===== config.mk =====
export PLATFORM = sky130hd
export DESIGN_NAME = writeback_rf
export DESIGN_NICKNAME = d
export VERILOG_FILES = /design/src/rtl/writeback_rf.sv
export SDC_FILE = /design/constraint.sdc
export NUM_CORES = 1
export LEC_CHECK = 0
export ABC_AREA = 1
export CELL_PAD_IN_SITES_DETAIL_PLACEMENT = 0
export CELL_PAD_IN_SITES_GLOBAL_PLACEMENT = 1
export CORE_MARGIN = 3
export CORE_UTILIZATION = 25
export DETAILED_ROUTE_END_ITERATION = 6
export PLACE_DENSITY = 0.58
export SLEW_MARGIN = 15
export SYNTH_ARGS = -nofsm -noshare
export SYNTH_HDL_FRONTEND = slang
export SYNTH_SLANG_ARGS = --single-unit

===== constraint.sdc =====
create_clock -name clk -period 2.8 [get_ports clk]
set_clock_uncertainty 0.05 [all_clocks]
set_input_delay 0.56 -clock clk [delete_from_list [all_inputs] [get_ports clk]]
set_output_delay 0.56 -clock clk [all_outputs]
set_load 0.02 [all_outputs]

===== src/rtl/writeback_rf.sv =====
// writeback_rf: bf8b writeback stage owning the register file.
// Three-cycle handshake, bypassed read ports, busy scoreboard.
module writeback_rf #(
   parameter int         DATA_W   = 8,
   parameter int         NUM_REGS = 16,
   parameter int         ADDR_W   = 4,
   parameter logic [1:0] OP_LOD   = 2'b01,
   parameter logic [1:0] OP_ADD   = 2'b11,
   parameter bit         ZERO_R0  = 1'b0
) (
   input  logic                clk,
   input  logic                rst,
   input  logic                in_valid,
   output logic                in_ready,
   input  logic [1:0]          in_op,
   input  logic [ADDR_W-1:0]   in_addr,
   input  logic [DATA_W-1:0]   in_val,
   input  logic [ADDR_W-1:0]   rd_addr_a,
   output logic [DATA_W-1:0]   rd_data_a,
   input  logic [ADDR_W-1:0]   rd_addr_b,
   output logic [DATA_W-1:0]   rd_data_b,
   output logic [NUM_REGS-1:0] busy,
   output logic                zero_flag,
   output logic                done
);

   localparam int NA = 2 ** ADDR_W;

   localparam logic [1:0] S_IDLE   = 2'd0;
   localparam logic [1:0] S_COMMIT = 2'd1;
   localparam logic [1:0] S_DONE   = 2'd2;

   logic [1:0]        state;
   logic [1:0]        h_op;
   logic [ADDR_W-1:0] h_addr;
   logic [DATA_W-1:0] h_val;
   logic [DATA_W-1:0] regs [NUM_REGS];
   logic [NA-1:0]     in_range;
   logic              in_q;
   logic              hold_q;
   logic              accept;

   // Constant map of addresses that name a real register
   always_comb begin
      in_range = '0;
      for (int i = 0; i < NA; i++)
         in_range[i] = (i < NUM_REGS);
   end

   // Qualification of incoming and held writes
   always_comb begin
      in_q = (in_op == OP_LOD || in_op == OP_ADD)
          && in_range[in_addr]
          && !(ZERO_R0 && in_addr == '0);
      hold_q = (h_op == OP_LOD || h_op == OP_ADD)
          && in_range[h_addr]
          && !(ZERO_R0 && h_addr == '0);
   end

   assign in_ready = (state == S_IDLE) && !rst;
   assign accept   = in_valid && in_ready;

   // Capture the transaction into hold registers on acceptance
   always_ff @(posedge clk) begin
      if (accept) begin
         h_op   <= in_op;
         h_addr <= in_addr;
         h_val  <= in_val;
      end
   end

   // Handshake FSM, busy scoreboard, zero flag and done pulse
   always_ff @(posedge clk) begin
      if (rst) begin
         state     <= S_IDLE;
         busy      <= '0;
         zero_flag <= 1'b0;
         done      <= 1'b0;
      end else begin
         unique case (state)
            S_IDLE: begin
               if (in_valid) begin
                  state <= S_COMMIT;
                  if (in_q)
                     busy[in_addr] <= 1'b1;
               end
            end
            S_COMMIT: begin
               if (h_op == OP_ADD)
                  zero_flag <= (h_val == '0);
               busy  <= '0;
               done  <= 1'b1;
               state <= S_DONE;
            end
            S_DONE: begin
               done  <= 1'b0;
               state <= S_IDLE;
            end
            default: state <= S_IDLE;
         endcase
      end
   end

   // Register storage, written in the commit cycle
   always_ff @(posedge clk) begin
      if (rst) begin
         for (int i = 0; i < NUM_REGS; i++)
            regs[i] <= '0;
      end else if (state == S_COMMIT && hold_q) begin
         regs[h_addr] <= h_val;
      end
   end

   // Read port A with range, R0 and commit bypass handling
   always_comb begin
      rd_data_a = '0;
      if (!in_range[rd_addr_a])
         rd_data_a = '0;
      else if (ZERO_R0 && rd_addr_a == '0)
         rd_data_a = '0;
      else if (state == S_COMMIT && hold_q && rd_addr_a == h_addr)
         rd_data_a = h_val;
      else
         rd_data_a = regs[rd_addr_a];
   end

   // Read port B, same rules as port A
   always_comb begin
      rd_data_b = '0;
      if (!in_range[rd_addr_b])
         rd_data_b = '0;
      else if (ZERO_R0 && rd_addr_b == '0)
         rd_data_b = '0;
      else if (state == S_COMMIT && hold_q && rd_addr_b == h_addr)
         rd_data_b = h_val;
      else
         rd_data_b = regs[rd_addr_b];
   end

endmodule


==> results of run 1 <==
cell type report:
class	instances	area, sq um
fill	3799	23700
clock buffer	20	460
timing repair buffer	149	1440
inverter	164	618
tap	455	569
clock inverter	12	98.8
sequential	162	4660
multi-input combinational	795	3500
cells by family (layout without fill, tap and decap cells):
group | after synthesis | in the layout | share of synthesized area [%]
compound gates | 34 | 34 | 2.22
xor+xnor | 1 | 1 | 0.0973
fa+ha+maj | 5 | 5 | 0.695
buf+inv | 227 | 345 | 9.85
flops | 162 | 162 | 51.8
simple gates | 755 | 755 | 35.3
worst min-delay path by stage:
stage / startpoint / to / cells past startpoint
CTS: busy[9] / busy[9] / 2
global placement: busy[1] / busy[1] / 2
detailed placement: busy[2] / busy[2] / 2
global route: busy[2] / busy[2] / 2
floorplan: h_op[1] / zero_flag / 3
finish: busy[9] / busy[9] / 2
sequential cells by signal, summed over array words and instances, names as in the netlist:
signal and cells:
regs 128, h_val 8, h_addr 4, zero_flag 1, done 1, state 2, busy 16, h_op 2
power by group through the flow:
stage | combinational [W] | sequential (W) | clock (W)
2_1_floorplan | 0.000567 | 0.00282 | 0
3_3_place_gp | 0.00109 | 0.00282 | 0
3_5_place_dp | 0.00108 | 0.00282 | 0
4_1_cts | 0.00109 | 0.00277 | 0.00229
5_1_grt | 0.00118 | 0.00278 | 0.00239
6_report | 0.00108 | 0.00277 | 0.00224
tightest hold or removal path, stage by stage (launching register included):
cell and delay, ns:
sky130_fd_sc_hd__dfxtp_1 0.33, sky130_fd_sc_hd__a31oi_1 0.04, sky130_fd_sc_hd__nor2_1 0.07
metrics by stage:
step	setup slack [ns]	instance area (sq um)	cells
2_1_floorplan	0.610	9000	1184
3_5_place_dp	-0.534	10700	1720
5_1_grt	-0.0410	11300	1757
6_report	0.0866	11300	1757
3_3_place_gp	-0.559	10700	1720
4_1_cts	0.00253	11400	1755
per-layer routing:
metal | vias to the layer above | GRT usage (%) | wire [um]
li1 | 4016 | - | -
met1 | 4012 | 25.1 | 16000
met2 | 306 | 28.6 | 15600
met3 | 51 | 3.92 | 2150
met4 | 0 | 5.97 | 988
met5 | - | 0 | 0
repair_timing:
item / CTS / global route
pin swaps: 1 / 2
endpoints found under the setup margin: 16 / 13
gates resized for setup: 67 / 19
gates cloned: 1 / 0
setup buffers: 2 / 2
cell usage in the layout, fill, tap and decap left out, types with 2 or more instances in the layout:
cell type and instances:
sky130_fd_sc_hd__nor3_2 4, sky130_fd_sc_hd__a21oi_1 5, sky130_fd_sc_hd__o21ai_0 5, sky130_fd_sc_hd__nor2_1 156, sky130_fd_sc_hd__a31oi_1 16, sky130_fd_sc_hd__clkdlybuf4s50_1 36
sky130_fd_sc_hd__a21oi_2 2, sky130_fd_sc_hd__dlygate4sd2_1 5, sky130_fd_sc_hd__nor4_1 2, sky130_fd_sc_hd__inv_1 152, sky130_fd_sc_hd__clkinv_4 6, sky130_fd_sc_hd__nand2_1 355
sky130_fd_sc_hd__buf_4 67, sky130_fd_sc_hd__ha_1 4, sky130_fd_sc_hd__inv_2 10, sky130_fd_sc_hd__clkbuf_16 17, sky130_fd_sc_hd__inv_6 2, sky130_fd_sc_hd__nand3_1 221
sky130_fd_sc_hd__nand3_2 4, sky130_fd_sc_hd__buf_12 18, sky130_fd_sc_hd__clkbuf_8 2, sky130_fd_sc_hd__dfxtp_1 20, sky130_fd_sc_hd__inv_4 3, sky130_fd_sc_hd__buf_6 4
sky130_fd_sc_hd__edfxtp_1 142, sky130_fd_sc_hd__o21ai_1 2, sky130_fd_sc_hd__buf_2 17, sky130_fd_sc_hd__nand4_1 8
==> qor_table.md, run 1 <==
| Result | Reported | Unit |
|---|---|---|
| Relative contribution of sequential cells to total power | 45.4 | % |
| Combinational Power Share | 17.8 | % |
| Top flip-flop cell by instance count after synthesis | sky130_fd_sc_hd__edfxtp_1 | - |
| Slew at the pin closest to its max-slew limit | 0.711 | ns |
| Total count of hold-check failures in the final report | 0 | - |
| Die Ht | 196 | um |
| Number of clock sinks | 162 | - |
| Post-route setup TNS | 0 | ns |
| Leakage power total | 5.19 | nW |
| Setup slack on the worst flop-to-flop path | 0.70 | ns |
| Number of max-slew violations in the final report | 0 | - |
| Starting density of the core | 25.7 | % |
| Power per standard cell area | 537 | nW/um^2 |
| Min-delay worst type | reg2reg | - |
| Count of standard-cell rows | 68 | - |
| Post-Syn Area | 9000 | sq um |
| Buffers plus inverters on the worst setup path | 4 | - |
| Synthesized net count | 1214 | - |
| Net switching component of the power | 0.00180 | W |
| Distinct cell type count of the synthesized netlist | 25 | - |
| Setup crit start | rd_addr_b[2] | - |
| Diodes inserted | 0 | - |
| # hold bufs at CTS | 0 | - |
| Maximum number of pins on one net before global-route repair | 40 | - |
| Clock latency on the worst-skew pair | 0.44 | ns |
| Final hold slack | 0.421 | ns |
| Critical Path End | rd_data_b[0] | - |
| Detailed Routing Iterations Pass 1 | 5 | - |
| Most repeated cell in the gate-level netlist after synthesis | sky130_fd_sc_hd__nand2_1 | - |
| DRC Markers | 0 | - |
| Startpoint types | input port | - |
| Fraction of the cycle the final worst path needs | 96.9 | % |
| Internal power consumption | 0.00429 | W |
| Register clock-pin slew on the reported worst setup and hold paths | 0.07 | ns |
| Outcome | completed | - |
| Global-route usage over all layers | 18.2 | % |
| Post-detailed-routing wire length | 34700 | um |
| Vias per cell | 4.77 | - |
| Register area share after synthesis | 51.8 | % |
| Highest clock rate | 369 | MHz |
| Number of antenna violations at the first check in global routing | 0 | - |
| Req. time, crit path | 2.19 | ns |
| Total vias in the final route | 8385 | - |
| Share of final-layout standard cells stronger than drive strength 1 | 12.9 | % |
| Biggest cell delay along the critical path | 0.59 | ns |
| Most area-hungry cell type in the Yosys netlist | sky130_fd_sc_hd__edfxtp_1 | - |
| Count of nets left with antenna violations after detail routing | 0 | - |
| Utilization after layout | 32.4 | % |
| Clock power frac | 36.8 | % |
| Largest driver fanout on the critical path | 11 | - |
| Final setup violating endpoints | 0 | - |
| CP cell instances | clkdlybuf4s50_1 > buf_6 > xnor2_1 > nand3_2 > buf_6 > nand2_1 > nand2_1 > buf_2 | - |
| Worst reg2reg path startpoint | state[1] | - |
| Synth-to-Final Area Change | 26.1 | % |
| DR iter-0 viols | 893 | - |
| Synth async-reset ratio | 0 | % |
| Worst R2R End | regs[1][0] | - |
| Maximum clock insertion buffer count | 2 | - |
| Capturing element type of the critical path | output port | - |
| Worst path slowest cell | sky130_fd_sc_hd__clkdlybuf4s50_1 | - |
| Shortest clock period the worst path allows after layout | 2.71 | ns |
| Share of the synthesized area in the top cell type | 47.4 | % |
| Number of cells produced by synthesis | 1184 | - |
| Sum of internal, switching and leakage power | 0.00609 | W |
| Number of violations of the max-capacitance limit | 0 | - |
| Switching power share of the total | 29.6 | % |
| Post-DR wirelength/cell | 19.8 | um |
| Setup repair after global routing missed its margin | true | - |
| Classification of the worst setup path | in2out | - |
| CP arrival | 2.10 | ns |
| Floorplan Core Area | 35100 | sq um |
| First-pass GRT wire length | 52200 | um |
| Count of boundary I/O pins | 60 | - |
| Most used standard cells in the synthesized netlist | 356 x sky130_fd_sc_hd__nand2_1, 224 x sky130_fd_sc_hd__nand3_1, 157 x sky130_fd_sc_hd__nor2_1 | - |
| H-tree depth | 4 | - |
| Path length in cells of the critical path | 8 | - |
| TritonCTS clock tree | built | - |
| Count of port buffers added during placement | 59 | - |
| Syn_area_per_cell | 7.60 | sq um |
| Clock Tree Root | sky130_fd_sc_hd__clkbuf_16 | - |
| Total die area | 38300 | sq um |
| Number of flops mapped to enable cells by yosys | 142 | - |
| Final weighted congestion in routability-driven placement | 0.905 | - |
| Length in cells of the worst reg-to-reg path | 9 | - |
| Family with the most delay on the worst path | buffers and inverters | - |
| Final HPWL from detailed placement | 25600 | um |
| Via count of the first global-routing pass | 8242 | - |
| Max-slew headroom | 52.5 | % |
| Width of the die | 196 | um |
| Largest cells by area after synthesis | sky130_fd_sc_hd__edfxtp_1 47%, sky130_fd_sc_hd__nand2_1 15%, sky130_fd_sc_hd__nand3_1 12% | - |
| Number of synthesized register bits | 162 | - |
| Final #Nets | 1319 | - |
| Number of buffers created by CTS | 17 | - |
| Total congestion overflow | 0 | - |
| IR Drop Worst-Case VDD | 0.427 | mV |
| Yosys warns | 0 | - |
No activity file was read; power rests on OpenSTA's default activity.
==> run 2: changes to the inputs <==
Settings changed: ABC_CLOCK_PERIOD_IN_PS set to 2800.
==> results of run 2 <==
Final layout, timing and power as in run 1 (identical DEF).
==> run 3: changes to the inputs <==
Settings changed: SLEW_MARGIN 15 to 40.
==> qor_table.md, run 3 (synthesis results as in run 1) <==
| Result | Reported | Unit | Change |
|---|---|---|---|
| Outcome | completed | - | unchanged |
| Floorplan Core Area | 35100 | sq um | unchanged |
| Number of clock sinks | 162 | - | unchanged |
| Count of standard-cell rows | 68 | - | unchanged |
| Total die area | 38300 | sq um | unchanged |
| # hold bufs at CTS | 0 | - | unchanged |
| Synth-to-Final Area Change | 26.9 | % | was 26.1% |
| Number of violations of the max-capacitance limit | 0 | - | unchanged |
| IR Drop Worst-Case VDD | 0.414 | mV | was 0.427 mV |
| Clock Tree Root | sky130_fd_sc_hd__clkbuf_16 | - | unchanged |
| Count of port buffers added during placement | 59 | - | unchanged |
| Most flop-heavy register | regs | - | unchanged |
| Post-route setup TNS | 0 | ns | unchanged |
| Flip-flop count of the largest register, all copies and words added | 128 | - | unchanged |
| First-pass GRT wire length | 52300 | um | was 52200 um |
| DRC Markers | 0 | - | unchanged |
| Width of the die | 196 | um | unchanged |
| Classification of the worst setup path | in2out | - | unchanged |
| Slew at the pin closest to its max-slew limit | 0.726 | ns | was 0.711 ns |
| Post-DR wirelength/cell | 19.9 | um | was 19.8 um |
| DR iter-0 viols | 817 | - | was 893 |
| Die Ht | 196 | um | unchanged |
| Number of antenna violations at the first check in global routing | 0 | - | unchanged |
| Maximum clock insertion buffer count | 2 | - | unchanged |
| Count of boundary I/O pins | 60 | - | unchanged |
| Commonest non-fill, non-tap cells in the layout | 356 x sky130_fd_sc_hd__nand2_1, 221 x sky130_fd_sc_hd__nand3_1, 156 x sky130_fd_sc_hd__nor2_1 | - | was 355 x sky130_fd_sc_hd__nand2_1, 221 x sky130_fd_sc_hd__nand3_1, 156 x sky130_fd_sc_hd__nor2_1 |
| Total congestion overflow | 0 | - | unchanged |
| Diodes inserted | 0 | - | unchanged |
| Final weighted congestion in routability-driven placement | 0.905 | - | unchanged |
| Final HPWL from detailed placement | 25700 | um | was 25600 um |
| Startpoint types | input port | - | unchanged |
| Maximum number of pins on one net before global-route repair | 40 | - | unchanged |
| Multi-input gate area | 3490 | sq um | was 3500 sq um |
| Fill cell count | 3808 | - | was 3799 |
| H-tree depth | 4 | - | unchanged |
| Fraction of the cycle the final worst path needs | 96.8 | % | was 96.9% |
| Most frequent standard cell in the layout excluding fill and tap cells | sky130_fd_sc_hd__nand2_1 | - | unchanged |
| Starting density of the core | 25.7 | % | unchanged |
| Count of nets left with antenna violations after detail routing | 0 | - | unchanged |
| Total vias in the final route | 8391 | - | was 8385 |
| Number of buffers created by CTS | 17 | - | unchanged |
| TritonCTS clock tree | built | - | unchanged |
| Leading registers by flop count | regs x128, busy x16, h_val x8 | - | unchanged |
| Global-route usage over all layers | 18.3 | % | was 18.2% |
| Leakage power total | 5.23 | nW | was 5.19 nW |
| Capturing element type of the critical path | output port | - | unchanged |
| Largest driver fanout on the critical path | 11 | - | unchanged |
| Max-slew headroom | 51.5 | % | was 52.5% |
| Number of max-slew violations in the final report | 0 | - | unchanged |
| Final hold slack | 0.428 | ns | was 0.421 ns |
| Clock latency on the worst-skew pair | 0.43 | ns | was 0.44 ns |
| Setup repair after global routing missed its margin | true | - | unchanged |
| Via count of the first global-routing pass | 8268 | - | was 8242 |
| Share of final-layout standard cells stronger than drive strength 1 | 13.3 | % | was 12.9% |
| Final #Nets | 1323 | - | was 1319 |
| Storage cell area | 4670 | sq um | was 4660 sq um |
| Register clock-pin slew on the reported worst setup and hold paths | 0.07 | ns | about the same |
| Req. time, crit path | 2.19 | ns | about the same |
| CP arrival | 2.10 | ns | about the same |
| Power per standard cell area | 550 | nW/um^2 | was 537 nW/um^2 |
| Shortest clock period the worst path allows after layout | 2.71 | ns | about the same |
| Detailed Routing Iterations Pass 1 | 5 | - | unchanged |
| Total count of hold-check failures in the final report | 0 | - | unchanged |
| Vias per cell | 4.76 | - | was 4.77 |
| Final setup violating endpoints | 0 | - | unchanged |
| Highest clock rate | 369 | MHz | about the same |
| Min-delay worst type | reg2reg | - | unchanged |
| Post-detailed-routing wire length | 35000 | um | was 34700 um |
[run 3: cell count changes in the layout (fill, tap and decap cells not counted), moves of 2 or more]
| cell | delta |
|---|---|
| sky130_fd_sc_hd__buf_4 | +4 |
| sky130_fd_sc_hd__clkbuf_16 | +3 |
| sky130_fd_sc_hd__clkinv_4 | -6 |
| sky130_fd_sc_hd__dfxtp_1 | -2 |
| sky130_fd_sc_hd__dfxtp_2 | +2 |
| sky130_fd_sc_hd__inv_6 | +4 |
| sky130_fd_sc_hd__inv_8 | +2 |
[run 3: power by group]
part	leakage, nW	total [W]	internal (W)	switching (W)
Sequential	1.61	0.00277	0.00272	0.0000486
Combinational	3.31	0.00109	0.000360	0.000726
Clock	0.307	0.00242	0.00135	0.00107
Total	5.23	0.00628	0.00444	0.00184
[run 3: per-stage QoR]
stage / cells / power [W] / util, % / setup slack (ns) / instance area [sq um]
after floorplan: 1184 / 0.00339 / - / 0.610 / 9000
after global placement: 1720 / 0.00391 / 30.7 / -0.559 / 10700
after detailed placement: 1720 / 0.00391 / 30.7 / -0.567 / 10800
after CTS: 1755 / 0.00635 / 32.6 / 0.00883 / 11400
after global routing: 1761 / 0.00656 / 32.6 / -0.0102 / 11400
final: 1761 / 0.00628 / 32.6 / 0.0897 / 11400
[run 3: area by class of cell]
type / count / area share [%]
clock buffers: 21 / 4.50
clock inverters: 11 / 0.854
inverters: 164 / 5.41
multi-input cells: 795 / 30.6
flip-flops and latches: 162 / 40.8
well taps: 455 / 4.98
repair buffers: 153 / 12.8
[run 3: critical path, cell delays in order]
cell and delay (ns):
sky130_fd_sc_hd__clkdlybuf4s50_1 0.59, sky130_fd_sc_hd__buf_6 0.21, sky130_fd_sc_hd__xnor2_1 0.15, sky130_fd_sc_hd__nand3_2 0.15, sky130_fd_sc_hd__buf_6 0.16, sky130_fd_sc_hd__nand2_1 0.06, sky130_fd_sc_hd__nand2_1 0.05, sky130_fd_sc_hd__buf_2 0.15
[run 3: path summary, 6_finish.rpt]
kind | cells after the start | end | from | slack, ns
worst max-delay path | 8 | rd_data_b[0] | rd_addr_b[2] | 0.09
worst min-delay path | 2 | busy[1] | busy[1] | 0.43
worst max register to register | 9 | regs[1][6] | state[1] | 0.74
worst min register to register | 2 | busy[1] | busy[1] | 0.43
[run 3: what timing repair did]
action / in CTS / in global routing
setup endpoints to repair: 16 / 16
resized for setup: 69 / 18
pin swaps: 1 / 2
gates cloned: 1 / 0
buffers inserted: 2 / 6
[run 3: routing by layer]
layer | vias up | GRT usage [%] | part of all wire [%]
li1 | 4030 | - | -
met1 | 4042 | 25.4 | 46
met2 | 275 | 28.7 | 45
met3 | 44 | 3.69 | 5.7
met4 | 0 | 5.97 | 2.8
met5 | - | 0 | 0
